**src/rtl/sqrt_pkg.sv**
```systemverilog
// sqrt_pkg: shared types, defaults and integer square-root reference for the sqrt issue controller
package sqrt_pkg;
  localparam int DW_DEF = 8;
  localparam int SETTLE_DEF = 15;
  typedef enum logic [1:0] {IDLE, WAIT, OUT} state_t;
  function automatic logic [DW_DEF-1:0] isqrt_ref(input logic [DW_DEF-1:0] v);
    logic [DW_DEF-1:0] r;
    r = '0;
    for (int i = 0; i < 2 ** (DW_DEF / 2); i++)
      if (i * i <= int'(v)) r = DW_DEF'(i);
    return r;
  endfunction
endpackage

```
**src/rtl/sqrt_op_fifo.sv**
```systemverilog
// sqrt_op_fifo: synchronous operand FIFO with full/empty flags, pointers wrap modulo DEPTH
module sqrt_op_fifo #(
  parameter int DW = 8,
  parameter int DEPTH = 4
) (
  input  logic          clk_i,
  input  logic          rstn_i,
  input  logic          push,
  input  logic          pop,
  input  logic [DW-1:0] din,
  output logic [DW-1:0] dout,
  output logic          full,
  output logic          empty
);
  localparam int AW = $clog2(DEPTH);
  logic [DW-1:0] mem [DEPTH];
  logic [AW-1:0] wr, rd;
  logic [AW:0] cnt;
  logic do_push, do_pop;
  assign full = cnt == (AW+1)'(DEPTH);
  assign empty = cnt == '0;
  assign do_push = push && !full;
  assign do_pop = pop && !empty;
  assign dout = mem[rd];
  always_ff @(posedge clk_i or negedge rstn_i)
    if (!rstn_i) begin
      wr <= '0;
      rd <= '0;
      cnt <= '0;
    end else begin
      wr <= wr + AW'(do_push);
      rd <= rd + AW'(do_pop);
      cnt <= cnt + (AW+1)'(do_push) - (AW+1)'(do_pop);
    end
  always_ff @(posedge clk_i)
    if (do_push) mem[wr] <= din;
endmodule

```
**src/rtl/sqrt_issue_ctrl.sv**
```systemverilog
// sqrt_issue_ctrl: feeds buffered operands to the sqrt stage for a fixed settle window; SQRT_CHECK_EN adds a sticky root checker
module sqrt_issue_ctrl
  import sqrt_pkg::*;
#(
  parameter int DW = DW_DEF,
  parameter int SETTLE = SETTLE_DEF,
  parameter int FIFO_DEPTH = 4
) (
  input  logic          clk_i,
  input  logic          rstn_i,
  input  logic          in_valid_i,
  output logic          in_ready_o,
  input  logic [DW-1:0] in_data_i,
  output logic [DW-1:0] sq_dt_o,
  output logic          sq_enb_o,
  input  logic [DW-1:0] sq_dt_i,
  output logic          out_valid_o,
  input  logic          out_ready_i,
  output logic [DW-1:0] out_data_o,
  output logic [DW-1:0] out_root_o,
  output logic          err_o
);
  localparam int CW = $clog2(SETTLE + 1);
  state_t state, state_n;
  logic [DW-1:0] op, head;
  logic [CW-1:0] cnt;
  logic full, empty, pop, done;
  assign in_ready_o = !full;
  assign pop = state == IDLE && !empty;
  assign done = state == WAIT && cnt == CW'(SETTLE - 1);
  assign sq_dt_o = op;
  sqrt_op_fifo #(.DW(DW), .DEPTH(FIFO_DEPTH)) u_fifo (
    .clk_i (clk_i),
    .rstn_i(rstn_i),
    .push  (in_valid_i),
    .pop   (pop),
    .din   (in_data_i),
    .dout  (head),
    .full  (full),
    .empty (empty)
  );
  always_ff @(posedge clk_i or negedge rstn_i)
    if (!rstn_i) begin
      state <= IDLE;
      op <= '0;
      cnt <= '0;
      out_data_o <= '0;
      out_root_o <= '0;
    end else begin
      state <= state_n;
      op <= pop ? head : op;
      cnt <= pop ? '0 : state == WAIT ? cnt + 1'b1 : cnt;
      out_root_o <= done ? sq_dt_i : out_root_o;
      out_data_o <= done ? op : out_data_o;
    end
  always_comb
    state_n = state == IDLE ? (empty ? IDLE : WAIT) :
              state == WAIT ? (done ? OUT : WAIT) :
              (out_ready_i ? IDLE : OUT);
  always_comb begin
    sq_enb_o = state == WAIT;
    out_valid_o = state == OUT;
  end
`ifdef SQRT_CHECK_EN
  always_ff @(posedge clk_i or negedge rstn_i)
    if (!rstn_i) err_o <= 1'b0;
    else if (done && isqrt_ref(op) != sq_dt_i) err_o <= 1'b1;
`else
  assign err_o = 1'b0;
`endif
endmodule

```
**config.mk**
```make
export PLATFORM = sky130hd
export DESIGN_NAME = sqrt_issue_ctrl
export DESIGN_NICKNAME = d
export VERILOG_FILES = /design/src/rtl/sqrt_pkg.sv /design/src/rtl/sqrt_op_fifo.sv /design/src/rtl/sqrt_issue_ctrl.sv
export SDC_FILE = /design/constraint.sdc
export NUM_CORES = 1
export LEC_CHECK = 0
export CAP_MARGIN = 5
export CORE_AREA = 2 2 70 72
export CTS_BUF_LIST = sky130_fd_sc_hd__clkbuf_4 sky130_fd_sc_hd__clkbuf_8
export DETAILED_ROUTE_END_ITERATION = 12
export DIE_AREA = 0 0 72 74
export DONT_BUFFER_PORTS = 1
export PLACE_DENSITY_LB_ADDON = 0.05
export SYNTH_ARGS = -nofsm -noshare
export SYNTH_HDL_FRONTEND = slang
export SYNTH_SLANG_ARGS = --single-unit
```
**constraint.sdc**
```tcl
create_clock -name clk_i -period 3.98 [get_ports clk_i]
set_clock_uncertainty 0.15 [all_clocks]
set_input_delay 0.796 -clock clk_i [delete_from_list [all_inputs] [get_ports clk_i]]
set_output_delay 0.796 -clock clk_i [all_outputs]
set_load 0.02 [all_outputs]
```
==> results of run 1 <==
==> logic make-up after synthesis <==
| kind of cell | count (synthesis) | share of synthesized area |
|---|---|---|
| AOI/OAI and AO/OA | 5 | 0.0128 |
| and+or+nand+nor | 21 | 0.0439 |
| other | 1 | 0.00137 |
| buffers and inverters | 14 | 0.0251 |
| muxes | 33 | 0.178 |
| DFF | 69 | 0.690 |
| xor gates and xnor gates | 6 | 0.0192 |
| adders and majority gates | 6 | 0.0302 |
==> power groups by stage <==
stage	logic, mW	clock network, mW	registers [mW]
2_1_floorplan	0.549	0	1.25
3_3_place_gp	0.571	0	1.34
3_5_place_dp	0.597	0	1.36
4_1_cts	0.615	0.557	1.34
5_1_grt	0.661	0.579	1.38
6_report	0.601	0.544	1.33
==> layout make-up <==
class	count	area (um2)	area share
Sequential cell	69	1890	0.629
Multi-Input combinational cell	72	781	0.260
Clock buffer	9	124	0.0413
Tap cell	54	67.6	0.0225
Clock inverter	7	66.3	0.0221
Timing Repair Buffer	4	42.5	0.0142
Inverter	9	33.8	0.0113
==> worst min-delay path by stage <==
stage | slack, ps | end | cells past startpoint | start
4_1_cts | 130 | out_root_o[3] | 1 | rstn_i
3_5_place_dp | 340 | cnt[3] | 1 | cnt[3]
5_1_grt | 140 | out_root_o[3] | 1 | rstn_i
2_1_floorplan | 300 | cnt[3] | 1 | cnt[3]
6_report | 130 | out_data_o[6] | 1 | rstn_i
3_3_place_gp | 320 | cnt[3] | 1 | cnt[3]
==> synthesized netlist by cell type, types with 2 or more instances <==
master,number,share of area
ha_1,5,0.023
nor3b_1,2,0.0055
dfrtp_1,37,0.34
edfxtp_1,32,0.35
mux2_4,7,0.038
xnor2_1,3,0.0096
nand3_1,3,0.0055
buf_4,2,0.0055
xor2_1,3,0.0096
mux4_2,8,0.066
inv_1,8,0.011
o22ai_1,2,0.0046
mux2_2,17,0.070
nand2_1,5,0.0069
nor2_1,3,0.0041
==> sequential cells by signal, summed over array words and instances, names as in the netlist <==
| signal | flops |
|---|---|
| u_fifo.cnt | 3 |
| sq_dt_o | 8 |
| u_fifo.mem | 32 |
| out_data_o | 8 |
| state | 2 |
| u_fifo.wr | 2 |
| out_root_o | 8 |
| cnt | 4 |
| u_fifo.rd | 2 |
==> metal layers <==
layer,vias to the layer above,global-route usage,wire (um)
met2,50,0.287,2110
li1,584,-,-
met5,-,0,0
met1,649,0.217,1790
met3,11,0.0515,259
met4,0,0.132,134
==> per-stage QoR <==
stage | setup slack [ps] | cell area, um2 | instances | power (mW)
after floorplan | 1540 | 2740 | 155 | 1.80
after global placement | 1540 | 2790 | 207 | 1.91
after detailed placement | 1460 | 2790 | 207 | 1.95
after CTS | 1440 | 3000 | 224 | 2.51
after global routing | 1320 | 3000 | 224 | 2.62
final | 1470 | 3000 | 224 | 2.48
==> timing repair <==
action / CTS / global route
hold buffers: 1 / 0
endpoints found under the setup margin: 0 / 0
hold endpoints to repair: 37 / 0
==> flow_summary.html, run 1 <==
<table>
<tr><th>Metric</th><th>Value</th></tr>
<tr><th colspan="2">Drt</th></tr>
<tr><td>Via count normalized by instance count</td><td>5.78</td></tr>
<tr><td>1st-iter DRT viols</td><td>82</td></tr>
<tr><td>Remaining design rule violation count</td><td>0</td></tr>
<tr><td>Remaining antenna violation count after routing</td><td>0</td></tr>
<tr><td>Number of iterations in the first detailed-routing pass</td><td>4</td></tr>
<tr><td>Vias after detailed routing</td><td>roughly 1.3k</td></tr>
<tr><td>Final wirelength</td><td>about 4.3 mm</td></tr>
<tr><td>Per-cell routed wire length</td><td>between 15 and 20 um</td></tr>
<tr><th colspan="2">Worst setup path</th></tr>
<tr><td>FF-to-FF setup slack</td><td>1470 ps</td></tr>
<tr><td>Most frequent cell on the critical path</td><td>ha_1</td></tr>
<tr><td>Capture point of the worst path</td><td>u_fifo.cnt[2]</td></tr>
<tr><td>Data required time at the worst endpoint</td><td>approximately 4100 ps</td></tr>
<tr><td>Top delay family on crit path</td><td>adder cells</td></tr>
<tr><td>Buf+Inv Stages, Crit Path</td><td>2</td></tr>
<tr><td>Category of the worst setup path launch point</td><td>flip-flop</td></tr>
<tr><td>CP cell instances</td><td>or3_4 -&gt; nand2_2 -&gt; inv_2 -&gt; ha_1 -&gt; inv_1 -&gt; ha_1 -&gt; fa_1 -&gt; xor2_1 -&gt; xnor2_1</td></tr>
<tr><td>Worst stage delay on the critical path</td><td>410 ps</td></tr>
<tr><td>Worst reg2reg endpoint</td><td>u_fifo.cnt[2]</td></tr>
<tr><td>Critical Path AT</td><td>approximately 2600 ps</td></tr>
<tr><td>CP endpoint kind</td><td>flip-flop</td></tr>
<tr><td>Category of the most critical setup path</td><td>flip-flop to flip-flop</td></tr>
<tr><td>Maximum fanout along the worst path</td><td>11</td></tr>
<tr><td>Source of the worst register-to-register timing path</td><td>u_fifo.cnt[0]</td></tr>
<tr><td>Path depth of the worst reg2reg path</td><td>9</td></tr>
<tr><td>Launching element of the worst setup path</td><td>u_fifo.cnt[0]</td></tr>
<tr><td>Cell with the biggest individual delay on the critical path</td><td>or3_4</td></tr>
<tr><td>Number of cells on the critical path</td><td>9</td></tr>
<tr><th colspan="2">Final layout</th></tr>
<tr><td>Commonest cells after routing, fill and taps aside</td><td>dfrtp_1, edfxtp_1, mux2_2</td></tr>
<tr><td># diodes</td><td>0</td></tr>
<tr><td>Final-layout fill cell count</td><td>between 300 and 400</td></tr>
<tr><td>Commonest non-fill, non-tap cell in the layout</td><td>dfrtp_1</td></tr>
<tr><td>P&amp;R area growth vs syn</td><td>9.69%</td></tr>
<tr><td>Layout net count</td><td>191</td></tr>
<tr><td>Ratio of cells with drive above 1 in the final layout</td><td>0.341</td></tr>
<tr><td>Final Core Density</td><td>0.653</td></tr>
<tr><th colspan="2">Floorplan</th></tr>
<tr><td>Num ports</td><td>48</td></tr>
<tr><td>Standard-cell rows</td><td>25</td></tr>
<tr><td>Core region area</td><td>between 4000 and 5000 um2</td></tr>
<tr><td>Initial core utilization</td><td>0.595</td></tr>
<tr><td>Full die area</td><td>between 5000 and 6000 um2</td></tr>
<tr><td>Vertical extent of the die</td><td>around 74 um</td></tr>
<tr><td>Floorplan die width</td><td>approximately 72 um</td></tr>
<tr><th colspan="2">GRT</th></tr>
<tr><td>Global route total overflow</td><td>0</td></tr>
<tr><td>Vias in the first global route</td><td>1382</td></tr>
<tr><td>Wire length of the first global-routing pass</td><td>~6.7 mm</td></tr>
<tr><td>Largest net degree at the start of global routing</td><td>38</td></tr>
<tr><td>Antenna violations before repair</td><td>0</td></tr>
<tr><td>Tot GR Track Use</td><td>0.182</td></tr>
<tr><th colspan="2">Power</th></tr>
<tr><td>Switching power total</td><td>roughly 0.85 mW</td></tr>
<tr><td>Part of the power in combinational logic</td><td>0.242</td></tr>
<tr><td>Portion of total power attributed to sequential cells</td><td>0.538</td></tr>
<tr><td>LEAKAGE</td><td>roughly 1.2 nW</td></tr>
<tr><td>Share of power burned in the clock network</td><td>0.219</td></tr>
<tr><td>Power per Cell Area</td><td>826 nW/um2</td></tr>
<tr><td>Worst supply voltage drop on vdd</td><td>between 0.4 and 0.5 mV</td></tr>
<tr><td>Total internal power</td><td>about 1.6 mW</td></tr>
<tr><td>Switching power share of the total</td><td>0.343</td></tr>
<tr><th colspan="2">Timing</th></tr>
<tr><td>Final number of max-transition violations</td><td>0</td></tr>
<tr><td>Worst rel slew slack</td><td>0.461</td></tr>
<tr><td>Hold slack</td><td>roughly 130 ps</td></tr>
<tr><td>Fmax</td><td>about 400 MHz</td></tr>
<tr><td>Unrepaired setup endpoints after global routing</td><td>false</td></tr>
<tr><td>Setup TNS</td><td>0 ps</td></tr>
<tr><td>Final Hold Violating Endpoints</td><td>0</td></tr>
<tr><td>Post-layout minimum cycle time</td><td>2510 ps</td></tr>
<tr><td>Final setup violation count</td><td>0</td></tr>
<tr><td>Transition time of the tightest slew-check pin</td><td>slightly above 800 ps</td></tr>
<tr><td>Post-route clock period utilization</td><td>0.630</td></tr>
<tr><th colspan="2">Synth</th></tr>
<tr><td>Sequential share of the synthesized area</td><td>0.690</td></tr>
<tr><td>Post-synthesis net count</td><td>181</td></tr>
<tr><td>Post-synthesis sequential element count</td><td>just under 70</td></tr>
<tr><td>Number of enable-type register cells in the synthesized netlist</td><td>32</td></tr>
<tr><td>Number of different library cells in the post-synthesis netlist</td><td>33</td></tr>
<tr><td>YS warnings</td><td>0</td></tr>
<tr><td>Predominant post-synthesis flop cell</td><td>dfrtp_1</td></tr>
<tr><td>Netlist area before placement</td><td>~2700 um2</td></tr>
<tr><td>Share of flip-flops with an asynchronous set or reset after synthesis</td><td>0.536</td></tr>
<tr><td>Synthesized instance count</td><td>approximately 160</td></tr>
<tr><td>Post-Synthesis Mean Instance Area</td><td>between 15 and 20 um2</td></tr>
<tr><th colspan="2">Placement</th></tr>
<tr><td>Number of port buffers</td><td>0</td></tr>
<tr><td>Detailed-placement wirelength estimate</td><td>2.97 mm</td></tr>
<tr><td>Gpl congestion</td><td>roughly 0.74</td></tr>
<tr><th colspan="2">Job</th></tr>
<tr><td>Maximum Capacitance Violations</td><td>0</td></tr>
<tr><th colspan="2">Clocking</th></tr>
<tr><td>Buffers inserted by post-CTS timing repair</td><td>0</td></tr>
<tr><td>Clock slew at reported path FFs</td><td>roughly 70 ps</td></tr>
<tr><td>Number of instances resized during post-cts repair</td><td>0</td></tr>
<tr><td>Clock tree from TritonCTS</td><td>done</td></tr>
<tr><td>Insertion delay to the later sink of the worst-skew pair</td><td>340 ps</td></tr>
<tr><td>Master cell of the clock root buffer</td><td>clkbuf_8</td></tr>
<tr><td>Sink count of the clock tree</td><td>69</td></tr>
<tr><td>CTS HTree Levels</td><td>3</td></tr>
<tr><td>Maximum root-to-sink buffer count</td><td>2</td></tr>
<tr><td>Cts bufs inserted</td><td>9</td></tr>
<tr><th colspan="2">Min path</th></tr>
<tr><td>Worst hold path class</td><td>primary input to asynchronous set/reset pin</td></tr>
<tr><th colspan="2">Status</th></tr>
<tr><td>Outcome</td><td>finished, final reports clean</td></tr>
</table>
(Power assumes the default switching activity.)
==> inputs of run 2 (changes only) <==
--- a/config.mk
+++ b/config.mk
@@ -6,10 +6,10 @@
 export NUM_CORES = 1
 export LEC_CHECK = 0
 export CAP_MARGIN = 5
-export CORE_AREA = 2 2 70 72
+export CORE_AREA = 2 2 72 74
 export CTS_BUF_LIST = sky130_fd_sc_hd__clkbuf_4 sky130_fd_sc_hd__clkbuf_8
 export DETAILED_ROUTE_END_ITERATION = 12
-export DIE_AREA = 0 0 72 74
+export DIE_AREA = 0 0 74 76
 export DONT_BUFFER_PORTS = 1
 export PLACE_DENSITY_LB_ADDON = 0.05
 export SYNTH_ARGS = -nofsm -noshare
==> constraint.sdc (replaced) <==
create_clock -name clk_i -period 2.1 [get_ports clk_i]
set_clock_uncertainty 0.15 [all_clocks]
set_input_delay 0.42 -clock clk_i [delete_from_list [all_inputs] [get_ports clk_i]]
set_output_delay 0.42 -clock clk_i [all_outputs]
set_load 0.02 [all_outputs]
==> flow_summary.html, run 2 (synthesized netlist as in run 1, its figures left out) <==
<table>
<tr><th>Metric</th><th>Value</th></tr>
<tr><th colspan="2">Power</th></tr>
<tr><td>Part of the power in combinational logic</td><td>0.278 (+0.036)</td></tr>
<tr><td>Worst supply voltage drop on vdd</td><td>0.820 mV (+83%)</td></tr>
<tr><td>Power per Cell Area</td><td>1580 nW/um2 (+92%)</td></tr>
<tr><td>Switching power share of the total</td><td>0.327 (-0.0158)</td></tr>
<tr><td>Share of power burned in the clock network</td><td>0.232 (+0.013)</td></tr>
<tr><td>LEAKAGE</td><td>1.29 nW (+5.8%)</td></tr>
<tr><td>Switching power total</td><td>1.65 mW (+94%)</td></tr>
<tr><td>Total internal power</td><td>3.38 mW (+110%)</td></tr>
<tr><td>Portion of total power attributed to sequential cells</td><td>0.490 (-0.048)</td></tr>
<tr><th colspan="2">Min path</th></tr>
<tr><td>Worst hold path class</td><td>primary input to flip-flop</td></tr>
<tr><td>Number of stages on the worst hold path</td><td>0</td></tr>
<tr><td>Worst min-delay path startpoint</td><td>in_data_i[3]</td></tr>
<tr><th colspan="2">Timing</th></tr>
<tr><td>Final setup violation count</td><td>1 (+1)</td></tr>
<tr><td>Post-route clock period utilization</td><td>1.06 (+0.428)</td></tr>
<tr><td>Final Hold Violating Endpoints</td><td>0 (unchanged)</td></tr>
<tr><td>Final worst slack</td><td>-123 ps (-1590 ps)</td></tr>
<tr><td>Unrepaired setup endpoints after global routing</td><td>true</td></tr>
<tr><td>Fmax</td><td>450 MHz (+13%)</td></tr>
<tr><td>Final number of max-transition violations</td><td>0 (unchanged)</td></tr>
<tr><td>Hold slack</td><td>28.4 ps (-104 ps)</td></tr>
<tr><td>Post-layout minimum cycle time</td><td>2220 ps (-285 ps)</td></tr>
<tr><th colspan="2">Placement</th></tr>
<tr><td>Detailed-placement wirelength estimate</td><td>2.97 mm (about the same)</td></tr>
<tr><td>Gpl congestion</td><td>0.664 (-10%)</td></tr>
<tr><td>DP Worst Slack</td><td>-145 ps (-1600 ps)</td></tr>
<tr><td>Number of port buffers</td><td>0 (unchanged)</td></tr>
<tr><th colspan="2">Final layout</th></tr>
<tr><td># diodes</td><td>0 (unchanged)</td></tr>
<tr><td>Layout net count</td><td>203 (+6.3%)</td></tr>
<tr><td>Total area of sequential cells</td><td>1890 um2 (unchanged)</td></tr>
<tr><td>Commonest cells after routing, fill and taps aside</td><td>dfrtp_1, edfxtp_1, mux2_2</td></tr>
<tr><td>P&amp;R area growth vs syn</td><td>16.1%</td></tr>
<tr><td>Flip-flop count of the largest register, all copies and words added</td><td>32 (unchanged)</td></tr>
<tr><td>Final-layout fill cell count</td><td>357 (+7.2%)</td></tr>
<tr><td>Total area of multi-input combinational cells</td><td>813 um2 (+4.2%)</td></tr>
<tr><td>Commonest non-fill, non-tap cell in the layout</td><td>dfrtp_1</td></tr>
<tr><td>Reg with most FFs</td><td>u_fifo.mem</td></tr>
<tr><td>Ratio of cells with drive above 1 in the final layout</td><td>0.396 (+0.0544)</td></tr>
<tr><th colspan="2">Worst setup path</th></tr>
<tr><td>Worst reg2reg endpoint</td><td>u_fifo.cnt[2]</td></tr>
<tr><td>Category of the worst setup path launch point</td><td>flip-flop</td></tr>
<tr><td>Category of the most critical setup path</td><td>flip-flop to flip-flop</td></tr>
<tr><td>Most frequent cell on the critical path</td><td>ha_4</td></tr>
<tr><td>Capture point of the worst path</td><td>u_fifo.cnt[2]</td></tr>
<tr><td>CP cell instances</td><td>or3_4 -&gt; nand2_4 -&gt; inv_4 -&gt; ha_4 -&gt; inv_2 -&gt; ha_4 -&gt; fa_2 -&gt; xor2_1 -&gt; xnor2_1</td></tr>
<tr><td>Path depth of the worst reg2reg path</td><td>9 (unchanged)</td></tr>
<tr><td>Worst stage delay on the critical path</td><td>410 ps (about the same)</td></tr>
<tr><td>Cell with the biggest individual delay on the critical path</td><td>or3_4</td></tr>
<tr><td>FF-to-FF setup slack</td><td>-120 ps (-1590 ps)</td></tr>
<tr><td>Top delay family on crit path</td><td>adder cells</td></tr>
<tr><td>Launching element of the worst setup path</td><td>u_fifo.cnt[0]</td></tr>
<tr><td>Number of cells on the critical path</td><td>9 (unchanged)</td></tr>
<tr><td>Maximum fanout along the worst path</td><td>3 (-8)</td></tr>
<tr><td>Source of the worst register-to-register timing path</td><td>u_fifo.cnt[0]</td></tr>
<tr><td>CP endpoint kind</td><td>flip-flop</td></tr>
<tr><td>Critical Path AT</td><td>2280 ps (-300 ps)</td></tr>
<tr><td>Buf+Inv Stages, Crit Path</td><td>2 (unchanged)</td></tr>
<tr><td>Data required time at the worst endpoint</td><td>2160 ps (-1900 ps)</td></tr>
<tr><th colspan="2">GRT</th></tr>
<tr><td>Largest net degree at the start of global routing</td><td>38 (unchanged)</td></tr>
<tr><td>Antenna violations before repair</td><td>0 (unchanged)</td></tr>
<tr><td>Tot GR Track Use</td><td>0.174 (-0.00795)</td></tr>
<tr><td>Global route total overflow</td><td>0 (unchanged)</td></tr>
<tr><td>Wire length of the first global-routing pass</td><td>7.00 mm (+3.8%)</td></tr>
<tr><td>Vias in the first global route</td><td>1429 (+3.4%)</td></tr>
<tr><th colspan="2">Drt</th></tr>
<tr><td>1st-iter DRT viols</td><td>48 (-41%)</td></tr>
<tr><td>Number of iterations in the first detailed-routing pass</td><td>4 (unchanged)</td></tr>
<tr><td>Final wirelength</td><td>4.38 mm (+2.0%)</td></tr>
<tr><td>Via count normalized by instance count</td><td>5.31 (-8.0%)</td></tr>
<tr><td>Remaining design rule violation count</td><td>0 (unchanged)</td></tr>
<tr><td>Per-cell routed wire length</td><td>17.4 um (-9.3%)</td></tr>
<tr><td>Remaining antenna violation count after routing</td><td>0 (unchanged)</td></tr>
<tr><td>Vias after detailed routing</td><td>1339 (+3.5%)</td></tr>
<tr><th colspan="2">Clocking</th></tr>
<tr><td>Insertion delay to the later sink of the worst-skew pair</td><td>330 ps (about the same)</td></tr>
<tr><td>CTS HTree Levels</td><td>3 (unchanged)</td></tr>
<tr><td>Clock tree from TritonCTS</td><td>done</td></tr>
<tr><td>Sink count of the clock tree</td><td>69 (unchanged)</td></tr>
<tr><td>Cts bufs inserted</td><td>9 (unchanged)</td></tr>
<tr><td>Buffers inserted by post-CTS timing repair</td><td>0 (unchanged)</td></tr>
<tr><td>Master cell of the clock root buffer</td><td>clkbuf_8</td></tr>
<tr><td>Maximum root-to-sink buffer count</td><td>2 (unchanged)</td></tr>
<tr><td>Clock slew at reported path FFs</td><td>70 ps (about the same)</td></tr>
<tr><th colspan="2">Floorplan</th></tr>
<tr><td>Floorplan die width</td><td>74 um (+2.8%)</td></tr>
<tr><td>Vertical extent of the die</td><td>76 um (+2.7%)</td></tr>
<tr><td>Initial core utilization</td><td>0.557 (-0.0380)</td></tr>
<tr><td>Core region area</td><td>4910 um2 (+6.8%)</td></tr>
<tr><td>Standard-cell rows</td><td>26 (+4.0%)</td></tr>
<tr><td>Num ports</td><td>48 (unchanged)</td></tr>
<tr><td>Full die area</td><td>5620 um2 (+5.6%)</td></tr>
<tr><th colspan="2">Job</th></tr>
<tr><td>Maximum Capacitance Violations</td><td>0 (unchanged)</td></tr>
<tr><th colspan="2">Status</th></tr>
<tr><td>Failing checks</td><td>setup timing</td></tr>
<tr><td>Outcome</td><td>complete, but fails checks</td></tr>
</table>
[run 2: cell types whose count changed in the layout (fill, tap and decap cells not counted), moves of 2 or more]
| cell | before | now |
|---|---|---|
| clkinv_2 | 4 | 2 |
| ha_1 | 5 | 3 |
| buf_4 | 3 | 14 |
| ha_4 | 0 | 2 |
[run 2: worst register-to-register path, delay by kind of cell, from the launching register on]
kind                       cells  cell delay [ps]
adders and majority gates      3              720
xor gates and xnor gates       2              280
DFF                            1              400
and+or+nand+nor                2              490
buffers and inverters          2               80
[run 2: repair_timing]
action,4_1_cts,5_1_grt
endpoints found under the hold margin,37,0
hold buffers,2,0
cloned,0,0
setup endpoints to repair,1,2
resized for setup,1,0
pin swaps,3,0
[run 2: worst min path at each step]
stage,end,slack [ps]
6_report,u_fifo.mem[0][3],30
5_1_grt,u_fifo.mem[0][3],3
4_1_cts,u_fifo.mem[0][3],10
3_5_place_dp,cnt[1],-20
3_3_place_gp,cnt[3],-20
2_1_floorplan,cnt[0],-30
[run 2: power groups by stage]
| stage | Sequential (mW) | Clock, mW | Combinational, mW |
|---|---|---|---|
| finish | 2.46 | 1.17 | 1.40 |
| global route | 2.53 | 1.26 | 1.53 |
| CTS | 2.47 | 1.20 | 1.43 |
| detailed placement | 2.49 | 0 | 1.39 |
| global placement | 2.46 | 0 | 1.31 |
| floorplan | 2.38 | 0 | 1.10 |
[run 2: layer usage]
metal  wire length (um)  part of all wire  track usage
met2               2200              0.50        0.257
met1               1880              0.43        0.224
met5                  0                 0            0
met4                 61             0.014        0.100
met3                238             0.054       0.0556
[run 2: area by class of cell]
cell class,instances,share of cell area
flip-flops and latches,69,0.594
multi-input cells,72,0.256
clock buffers,11,0.0457
repair buffers,16,0.0425
well taps,70,0.0276
clock inverters,5,0.0232
inverters,9,0.0114
[run 2: per-stage QoR]
stage | cells | cell area (um2) | utilization | TNS, ps | total power, mW
after floorplan | 155 | 2770 | - | -356 | 3.48
after global placement | 234 | 2930 | 0.596 | -75.1 | 3.78
after detailed placement | 234 | 2930 | 0.596 | -145 | 3.89
after CTS | 252 | 3180 | 0.647 | -133 | 5.10
after global routing | 252 | 3180 | 0.647 | -201 | 5.32
final | 252 | 3180 | 0.647 | -123 | 5.03
